**config.mk**
```make
export PLATFORM = sky130hd
export DESIGN_NAME = syzygy_adc_align_ctrl
export DESIGN_NICKNAME = d
export VERILOG_FILES = /design/src/rtl/syzygy_adc_align_ctrl.sv
export SDC_FILE = /design/constraint.sdc
export NUM_CORES = 1
export LEC_CHECK = 0
export CORE_UTILIZATION = 47
export CTS_CLUSTER_DIAMETER = 200
export CTS_CLUSTER_SIZE = 8
export DETAILED_ROUTE_END_ITERATION = 16
export PLACE_DENSITY = 0.85
export SYNTH_ARGS = -nofsm -noshare
export SYNTH_HDL_FRONTEND = slang
export SYNTH_SLANG_ARGS = --single-unit
```
**constraint.sdc**
```tcl
create_clock -name adc_data_clk -period 4.1 [get_ports adc_data_clk]
set_input_delay 0.41 -clock adc_data_clk [delete_from_list [all_inputs] [get_ports adc_data_clk]]
set_output_delay 0.41 -clock adc_data_clk [all_outputs]
set_load 0.01 [all_outputs]
```
**src/rtl/syzygy_adc_align_ctrl.sv**
```systemverilog
// Reset sequencing and frame-word alignment for the SYZYGY LTC226x ADC front end.
// Define SYZYGY_ADC_ALIGN_STATS_EN to add the slip_total / relock_cnt statistics outputs.
module syzygy_adc_align_ctrl #(
    parameter int                NUM_CH        = 2,
    parameter int                WORD_W        = 16,
    parameter logic [WORD_W-1:0] FRAME_PATTERN = 16'hFF00,
    parameter int                SERDES_WAIT   = 64,
    parameter int                SETTLE_CYC    = 4,
    parameter int                MATCH_CNT     = 4,
    parameter int                LOSS_CNT      = 4
) (
    input  logic                       adc_data_clk,
    input  logic                       reset_async,
    input  logic                       mmcm_locked,
    input  logic                       idelay_rdy,
    input  logic [WORD_W-1:0]          frame_word,
    input  logic [NUM_CH*WORD_W-1:0]   adc_data_in,
    input  logic                       retrain,
    output logic                       reset_sync,
    output logic                       reset_idelay,
    output logic                       bitslip,
    output logic [$clog2(WORD_W)-1:0]  bitslip_count,
    output logic                       rdy,
    output logic [NUM_CH*WORD_W-1:0]   adc_data_out,
    output logic                       data_valid,
`ifdef SYZYGY_ADC_ALIGN_STATS_EN
    output logic [15:0]                slip_total,
    output logic [7:0]                 relock_cnt,
`endif
    output logic                       align_err
);

    localparam int WAIT_W  = $clog2(SERDES_WAIT + 1);
    localparam int SET_W   = $clog2(SETTLE_CYC + 1);
    localparam int MATCH_W = $clog2(MATCH_CNT + 1);
    localparam int LOSS_W  = $clog2(LOSS_CNT + 1);
    localparam int ATT_W   = $clog2(WORD_W + 1);
    localparam int CNT_W   = $clog2(WORD_W);

    typedef enum logic [2:0] {
        S_RESET, S_WAIT_DLY, S_CHECK, S_SLIP, S_SETTLE, S_LOCKED, S_ERROR
    } state_t;

    state_t             state;
    state_t             state_next;
    logic [WAIT_W-1:0]  wait_cnt;
    logic [SET_W-1:0]   settle_cnt;
    logic [MATCH_W-1:0] match_cnt;
    logic [LOSS_W-1:0]  loss_cnt;
    logic [ATT_W-1:0]   attempt_cnt;
    logic               frame_match;
    logic               training;
    logic               restart;
    logic               lock_lost;

    assign frame_match = (frame_word == FRAME_PATTERN);
    assign training    = state inside {S_CHECK, S_SLIP, S_SETTLE, S_LOCKED, S_ERROR};
    // Clock loss outranks retrain, so restart only counts while the MMCM is locked.
    assign restart     = mmcm_locked && retrain && training;
    assign lock_lost   = (state == S_LOCKED) && (state_next == S_CHECK) && !restart;

    always_ff @(posedge adc_data_clk or posedge reset_async) begin
        if (reset_async) begin
            state <= S_RESET;
        end else begin
            state <= state_next;
        end
    end

    always_comb begin
        state_next = state;
        if (state != S_RESET && !mmcm_locked) begin
            state_next = S_RESET;
        end else if (restart) begin
            state_next = S_CHECK;
        end else begin
            case (state)
                S_RESET:    if (mmcm_locked) state_next = S_WAIT_DLY;
                S_WAIT_DLY: if (wait_cnt == '0) state_next = S_CHECK;
                S_CHECK: begin
                    if (!frame_match) begin
                        state_next = S_SLIP;
                    end else if (match_cnt == MATCH_W'(MATCH_CNT - 1)) begin
                        state_next = S_LOCKED;
                    end
                end
                S_SLIP: begin
                    if (attempt_cnt == ATT_W'(WORD_W - 1)) state_next = S_ERROR;
                    else                                    state_next = S_SETTLE;
                end
                S_SETTLE:   if (settle_cnt == SET_W'(SETTLE_CYC - 1)) state_next = S_CHECK;
                S_LOCKED:   if (!frame_match && loss_cnt == LOSS_W'(LOSS_CNT - 1)) state_next = S_CHECK;
                S_ERROR:    state_next = S_ERROR;
                default:    state_next = S_RESET;
            endcase
        end
    end

    always_comb begin
        reset_sync   = (state == S_RESET);
        reset_idelay = (state == S_RESET);
        rdy          = training;
        bitslip      = (state == S_SLIP);
        data_valid   = (state == S_LOCKED);
        align_err    = (state == S_ERROR);
    end

    always_ff @(posedge adc_data_clk or posedge reset_async) begin
        if (reset_async) begin
            wait_cnt      <= '0;
            settle_cnt    <= '0;
            match_cnt     <= '0;
            loss_cnt      <= '0;
            attempt_cnt   <= '0;
            bitslip_count <= '0;
            adc_data_out  <= '0;
        end else begin
            adc_data_out <= adc_data_in;

            if (state == S_RESET) begin
                wait_cnt <= WAIT_W'(SERDES_WAIT);
            end else if (state == S_WAIT_DLY && idelay_rdy && wait_cnt != '0) begin
                wait_cnt <= wait_cnt - 1'b1;
            end

            match_cnt  <= (state == S_CHECK && state_next == S_CHECK && frame_match && !restart)
                          ? match_cnt + 1'b1 : '0;
            loss_cnt   <= (state == S_LOCKED && state_next == S_LOCKED && !frame_match)
                          ? loss_cnt + 1'b1 : '0;
            settle_cnt <= (state == S_SETTLE && state_next == S_SETTLE)
                          ? settle_cnt + 1'b1 : '0;

            if (state_next == S_RESET || restart || lock_lost) begin
                attempt_cnt <= '0;
            end else if (state == S_SLIP) begin
                attempt_cnt <= attempt_cnt + 1'b1;
            end

            // The ISERDES keeps its slip position across retrain; only a reset returns it to 0.
            if (state_next == S_RESET) begin
                bitslip_count <= '0;
            end else if (state == S_SLIP) begin
                bitslip_count <= (bitslip_count == CNT_W'(WORD_W - 1)) ? '0 : bitslip_count + 1'b1;
            end
        end
    end

`ifdef SYZYGY_ADC_ALIGN_STATS_EN
    always_ff @(posedge adc_data_clk or posedge reset_async) begin
        if (reset_async) begin
            slip_total <= '0;
            relock_cnt <= '0;
        end else begin
            if (state == S_SLIP && slip_total != 16'hFFFF) slip_total <= slip_total + 16'd1;
            if (lock_lost && relock_cnt != 8'hFF) relock_cnt <= relock_cnt + 8'd1;
        end
    end
`else
    // Statistics counters are not built.
`endif

endmodule

```
==> metrics.txt <==
first-pass GRT wire length 9050 µm; final worst-path setup slack 1.57 ns; Resize count post-CTS 0; Final HPWL DP 3990 µm; Place WS 1.72 ns; Cells after Synth 204; RSZ-0062 raised after global routing no; drc violations 0; Critical Path Max Stage Delay 0.57 ns; antenna violations before repair 0; Syn Nets between 200 and 300; post-route clock period utilization 0.616; Startpoint Class flop; static leakage 1.58 nW; std cell rows 25; Placer Congestion about 0.86; non-filler cells, final 375; root buf cell clkbuf_8; num ports 95; grt ovf 0; post-route ant nets 0; crit path buf inv count 2; dpl cells 361; Tmin final 2.53 ns; final setup skew ~0.0028 ns; post-synthesis cell area 2440 µm²; DRT Pass-1 Iters 4; post-route met1 wirelength 2160 µm; Die Y 74.1 µm; peak supply drop 320 µV; CTS tree done; Pwr per Cell Area 496 nW/µm²; Core Region 4850 µm²; Max stage delay cell, worst path clkdlybuf4s50_1; Yosys reg bits 60; post-DR vias/cell 5.22; share of cells above drive strength 1 0.0877; Met2 Routed Length between 2000 and 3000 µm; clock sink count 60; crit path kind reg2out; Final Setup Violations 0; CTS Hold Buffers Added 0; CP max FO 16; Bufs on Longest Clock Path 2; Cell Area, Placed 3450 µm²; outcome complete, no violations; syn_area_per_cell 12.0 µm²; CP top delay family buffers and inverters; final instance area 3650 µm²; DRT Wirelength 5650 µm; DRT iter0 DRCs 112; predominant post-synthesis flop cell dfrtp_1; number of diodes 0; number of port buffers 94; # H-tree levels 3; fin. max-slew vios 0; largest net degree at the start of global routing 32; Synth cell types 50; worst-margin pin slew between 0.5 and 0.6 ns; Worst-Skew Late Latency 0.33 ns; relative slew slack 0.612; DR top layer met4; Yosys warning count 0; Reg clk slew, reported paths 0.06 ns; Die X-Extent 74.1 µm; Max Cap Viol 0; Nets 368; post-route setup TNS 0 ns; # Post-CTS Setup Buffers 0; FFs w/ async S/R, synth 1.00; endpoints failing hold 0; worst-path cell chain nor2_1 > nand2_1 > inv_1 > clkdlybuf4s50_1; Starting Density 0.504; area grow syn2layout 49.6%; total CTS buffers 9; CP Data Required Time 3.69 ns; Setup crit end kind output port; vias in the first global route between 1,500 and 2,000; register area share after synthesis 0.615; die area 5490 µm²; critical path arrival about 2.1 ns; R2R Setup Slk 2.20 ns; Via Count around 2,000; GR Util All Layers 0.229; metal3 WL roughly 770 µm; Routed WL per cell 15.1 µm; worst hold path class reg2reg; EDFF count, synth 0; Achievable Freq ~400 MHz
## metrics by stage
step / utilization / total power, mW / hold WS, ns
2_1_floorplan: - / 1.05 / 0.410
3_3_place_gp: 0.711 / 1.24 / 0.420
3_5_place_dp: 0.711 / 1.25 / 0.432
4_1_cts: 0.754 / 1.82 / 0.440
5_1_grt: 0.754 / 1.91 / 0.456
6_report: 0.754 / 1.81 / 0.431
## power by group
group / internal (mW) / switching, mW
Clock: 0.353 / 0.210
Sequential: 0.658 / 0.0812
Combinational: 0.244 / 0.267
Total: 1.25 / 0.558
## cell usage in the layout, fill, tap and decap left out, types with 4 or more instances in the layout
cell type and instances:
nand3_1 4, nor3_1 6, nor2_1 14, nand4_1 4
a21oi_1 11, clkbuf_8 10, or4_1 4, ha_1 10
inv_1 11, clkdlybuf4s50_1 94, xor2_1 5, nand2_1 13
nand2b_1 5, o21ai_0 5, dfrtp_1 60, nor4_1 4
## cell usage after synthesis (3+ instances only)
master	instances	area [µm²]
nand4_1	4	25.0
nor4_1	4	25.0
ha_1	10	125
o211ai_1	3	22.5
nand3_1	4	20.0
xor2_1	5	43.8
nor3_1	6	30.0
nor2_1	14	52.6
or2_2	3	18.8
a21oi_1	11	55.1
nand2b_1	5	31.3
o21ai_0	5	25.0
inv_1	12	45.0
mux2i_1	3	30.0
nand2_1	13	48.8
dfrtp_1	60	1500
or4_1	4	30.0
## final cells by class
cell class                      count  area, µm²
Clock inverter                      2       60.1
Fill cell                         326       1190
Multi-Input combinational cell    126        867
Timing Repair Buffer               95        948
Clock buffer                       12        145
Inverter                           13       48.8
Sequential cell                    60       1500
Tap cell                           67       83.8
## worst reg2reg max path, delay by kind of cell, from the launching register on
family | cells | cell delay [ns]
AOI/OAI and AO/OA | 2 | 0.65
DFF | 1 | 0.43
and+or+nand+nor | 1 | 0.67
## cell families after synthesis
family | count (synthesis) | synth area share
buffers and inverters | 18 | 0.0302
AND/OR/NAND/NOR | 71 | 0.163
XOR/XNOR | 6 | 0.0215
AO/OA/AOI/OAI | 35 | 0.103
adder cells (fa/ha/maj) | 11 | 0.0553
multiplexers | 3 | 0.0123
flip-flops | 60 | 0.615
## routing by layer
metal | vias up | global-route usage
li1 | 920 | -
met1 | 919 | 0.259
met2 | 105 | 0.347
met3 | 14 | 0.122
met4 | 0 | 0.130
met5 | - | 0
## worst paths after layout
path	start	cells past startpoint	to
max in group asynchronous	reset_async	3	attempt_cnt[4]
setup / recovery	state[2]	4	reset_idelay
hold / removal	loss_cnt[0]	1	loss_cnt[0]
hold reg to reg	loss_cnt[0]	1	loss_cnt[0]
setup reg to reg	wait_cnt[2]	3	state[0]
min in group asynchronous	reset_async	2	adc_data_out[14]
## sequential cells by signal (all words and copies together) (netlist names)
register and cells:
bitslip_count 4, match_cnt 3, adc_data_out 32, wait_cnt 7, attempt_cnt 5, loss_cnt 3, state 3, settle_cnt 3
No activity file was read; power rests on OpenSTA's default activity.
==> RTL edit: new RTL, config.mk and constraints unchanged <==
One comparison of `attempt_cnt` changes from == to >=.
--- a/src/rtl/syzygy_adc_align_ctrl.sv
+++ b/src/rtl/syzygy_adc_align_ctrl.sv
@@ -85,7 +85,7 @@
                     end
                 end
                 S_SLIP: begin
-                    if (attempt_cnt == ATT_W'(WORD_W - 1)) state_next = S_ERROR;
+                    if (attempt_cnt >= ATT_W'(WORD_W - 1)) state_next = S_ERROR;
                     else                                    state_next = S_SETTLE;
                 end
                 S_SETTLE:   if (settle_cnt == SET_W'(SETTLE_CYC - 1)) state_next = S_CHECK;
Function: same outputs for any inputs over 10 cycles, from zero or initial values and one cycle with reset_async high; that may be too few to reach the edited logic, so the function may still have changed.
==> RTL edit against the unedited design <==
  * Sequential cell count stayed put
  * Via count is 1.2% higher
  * Routed wire length is 4.3% higher
  * First-iteration DRC count is 0.89% higher
  * Non-clock buffer count stayed put
  * Total power is 7.7% higher
  * Global-route usage is 0.93 points higher
  * Area after synthesis is 0.46% lower
  * Worst setup slack worse by 87 ps
  * Die area is 0.44% lower
  * Clock skew is 4.3 ps higher
  * Sequential power is 1% higher
  * Hold slack better by 7.6 ps
  * Cell area is 0.48% higher
==> RTL edit: results (changes against the unedited design) <==
metric	value	unit	change
outcome	completed		
RR Startpoint	state[2]		
Arr. time, crit path	2200	ps	+80 ps
Cell Count Post-Placement	367		+1.7%
placer's final routability congestion estimate	0.906		+4.9%
Post-synth top cells	60 x dfrtp_1, 30 x nor2_1, 17 x inv_1		
initial antenna violation count	0		unchanged
ant diodes	0		unchanged
GRT Overall Usage	23.8	%	+0.93 points
Hold Crit Start	settle_cnt[0]		
Worst Reg-to-Reg Cells	5		+2
pre-CTS setup slack	1420	ps	-304 ps
Fmax	0.383	GHz	-3.3%
Layout Cell Area excl Fill	3670	sq um	+0.48%
Synth cell types	43		-14%
placed cell areas	3440	sq um	-0.36%
reg-to-reg slack, setup	1910	ps	-290 ps
asr flop ratio synth	100	%	unchanged
syn nets	274		+2.6%
largest net degree at the start of global routing	46		+44%
hold path cells	1		unchanged
first-pass GRT wire length	9.27	mm	+2.4%
post-CTS sizing	0		unchanged
largest cells by area after synthesis	dfrtp_1 62%, ha_1 5.1%, nor2_1 4.6%		
CP Max Fanout	14		-2
Slowest cell on crit path	clkdlybuf4s50_1		
final hold slack	438	ps	+7.60 ps
LEAKAGE	0.00158	uW	+0.44%
Largest regs	adc_data_out (32), wait_cnt (7), attempt_cnt (5)		
post-route insts no fill	383		+2.1%
filler cell count	319		-2.1%
Min-Delay Endpoint	settle_cnt[0]		
I/O Buffers	94		unchanged
vias post-DR	1981		+1.2%
Slew @ Worst Pin	878	ps	+297 ps
sequential fraction of the synthesis area	61.8	%	+0.28 points
dpl hpwl	4.12	mm	+3.4%
layout cells sized above 1	7.59	%	-1.2 points
worst reg2reg endpoint	settle_cnt[2]		
vias in the first global route	2056		+6.8%
peak supply drop	0.360	mV	+13%
Final Skew	7.08	ps	+4.29 ps
initial drt markers	113		+0.89%
Syn Area/Cell	11.5	sq um	-3.8%
WL/cell	15.4	microns	+2.1%
## RTL edit: cell families (layout without fill, tap and decap cells)
family	count (synthesis)	count (layout)	synth area share, %
multiplexers	1	1	0.412
XOR/XNOR	7	7	2.52
flip-flops	60	60	61.8
AO/OA/AOI/OAI	34	34	9.57
adder cells (fa/ha/maj)	10	10	5.15
buffers and inverters	23	128	3.71
AND/OR/NAND/NOR	76	76	16.9
## RTL edit: layer usage
layer | wire (microns) | global-route usage, % | vias up | part of all wire [%]
li1 | - | - | 931 | -
met1 | 2210 | 25.7 | 936 | 38
met2 | 2860 | 39.7 | 101 | 49
met3 | 693 | 10.4 | 13 | 12
met4 | 125 | 12.4 | 0 | 2.1
met5 | 0 | 0 | - | 0
## RTL edit: layout make-up
| cell class | instances | share of cell area (%) |
|---|---|---|
| Clock inverter | 4 | 1.91 |
| Inverter | 17 | 1.74 |
| Tap cell | 67 | 2.28 |
| Sequential cell | 60 | 40.9 |
| Multi-Input combinational cell | 128 | 22.9 |
| Clock buffer | 12 | 4.50 |
| Timing Repair Buffer | 95 | 25.8 |
## RTL edit: how the worst max path moves through the flow
| stage | cells past startpoint | endpoint | from |
|---|---|---|---|
| 5_1_grt | 3 | bitslip | state[2] |
| 3_3_place_gp | 6 | attempt_cnt[0] | frame_word[1] |
| 2_1_floorplan | 5 | attempt_cnt[0] | frame_word[1] |
| 3_5_place_dp | 6 | attempt_cnt[4] | frame_word[1] |
| 6_report | 3 | bitslip | state[2] |
| 4_1_cts | 3 | bitslip | state[2] |
## RTL edit: power breakdown
part           leakage, uW  switching (uW)  internal [uW]
Clock             0.000122             225            390
Combinational     0.000706             311            275
Sequential        0.000754            88.8            660
Total              0.00158             625           1330
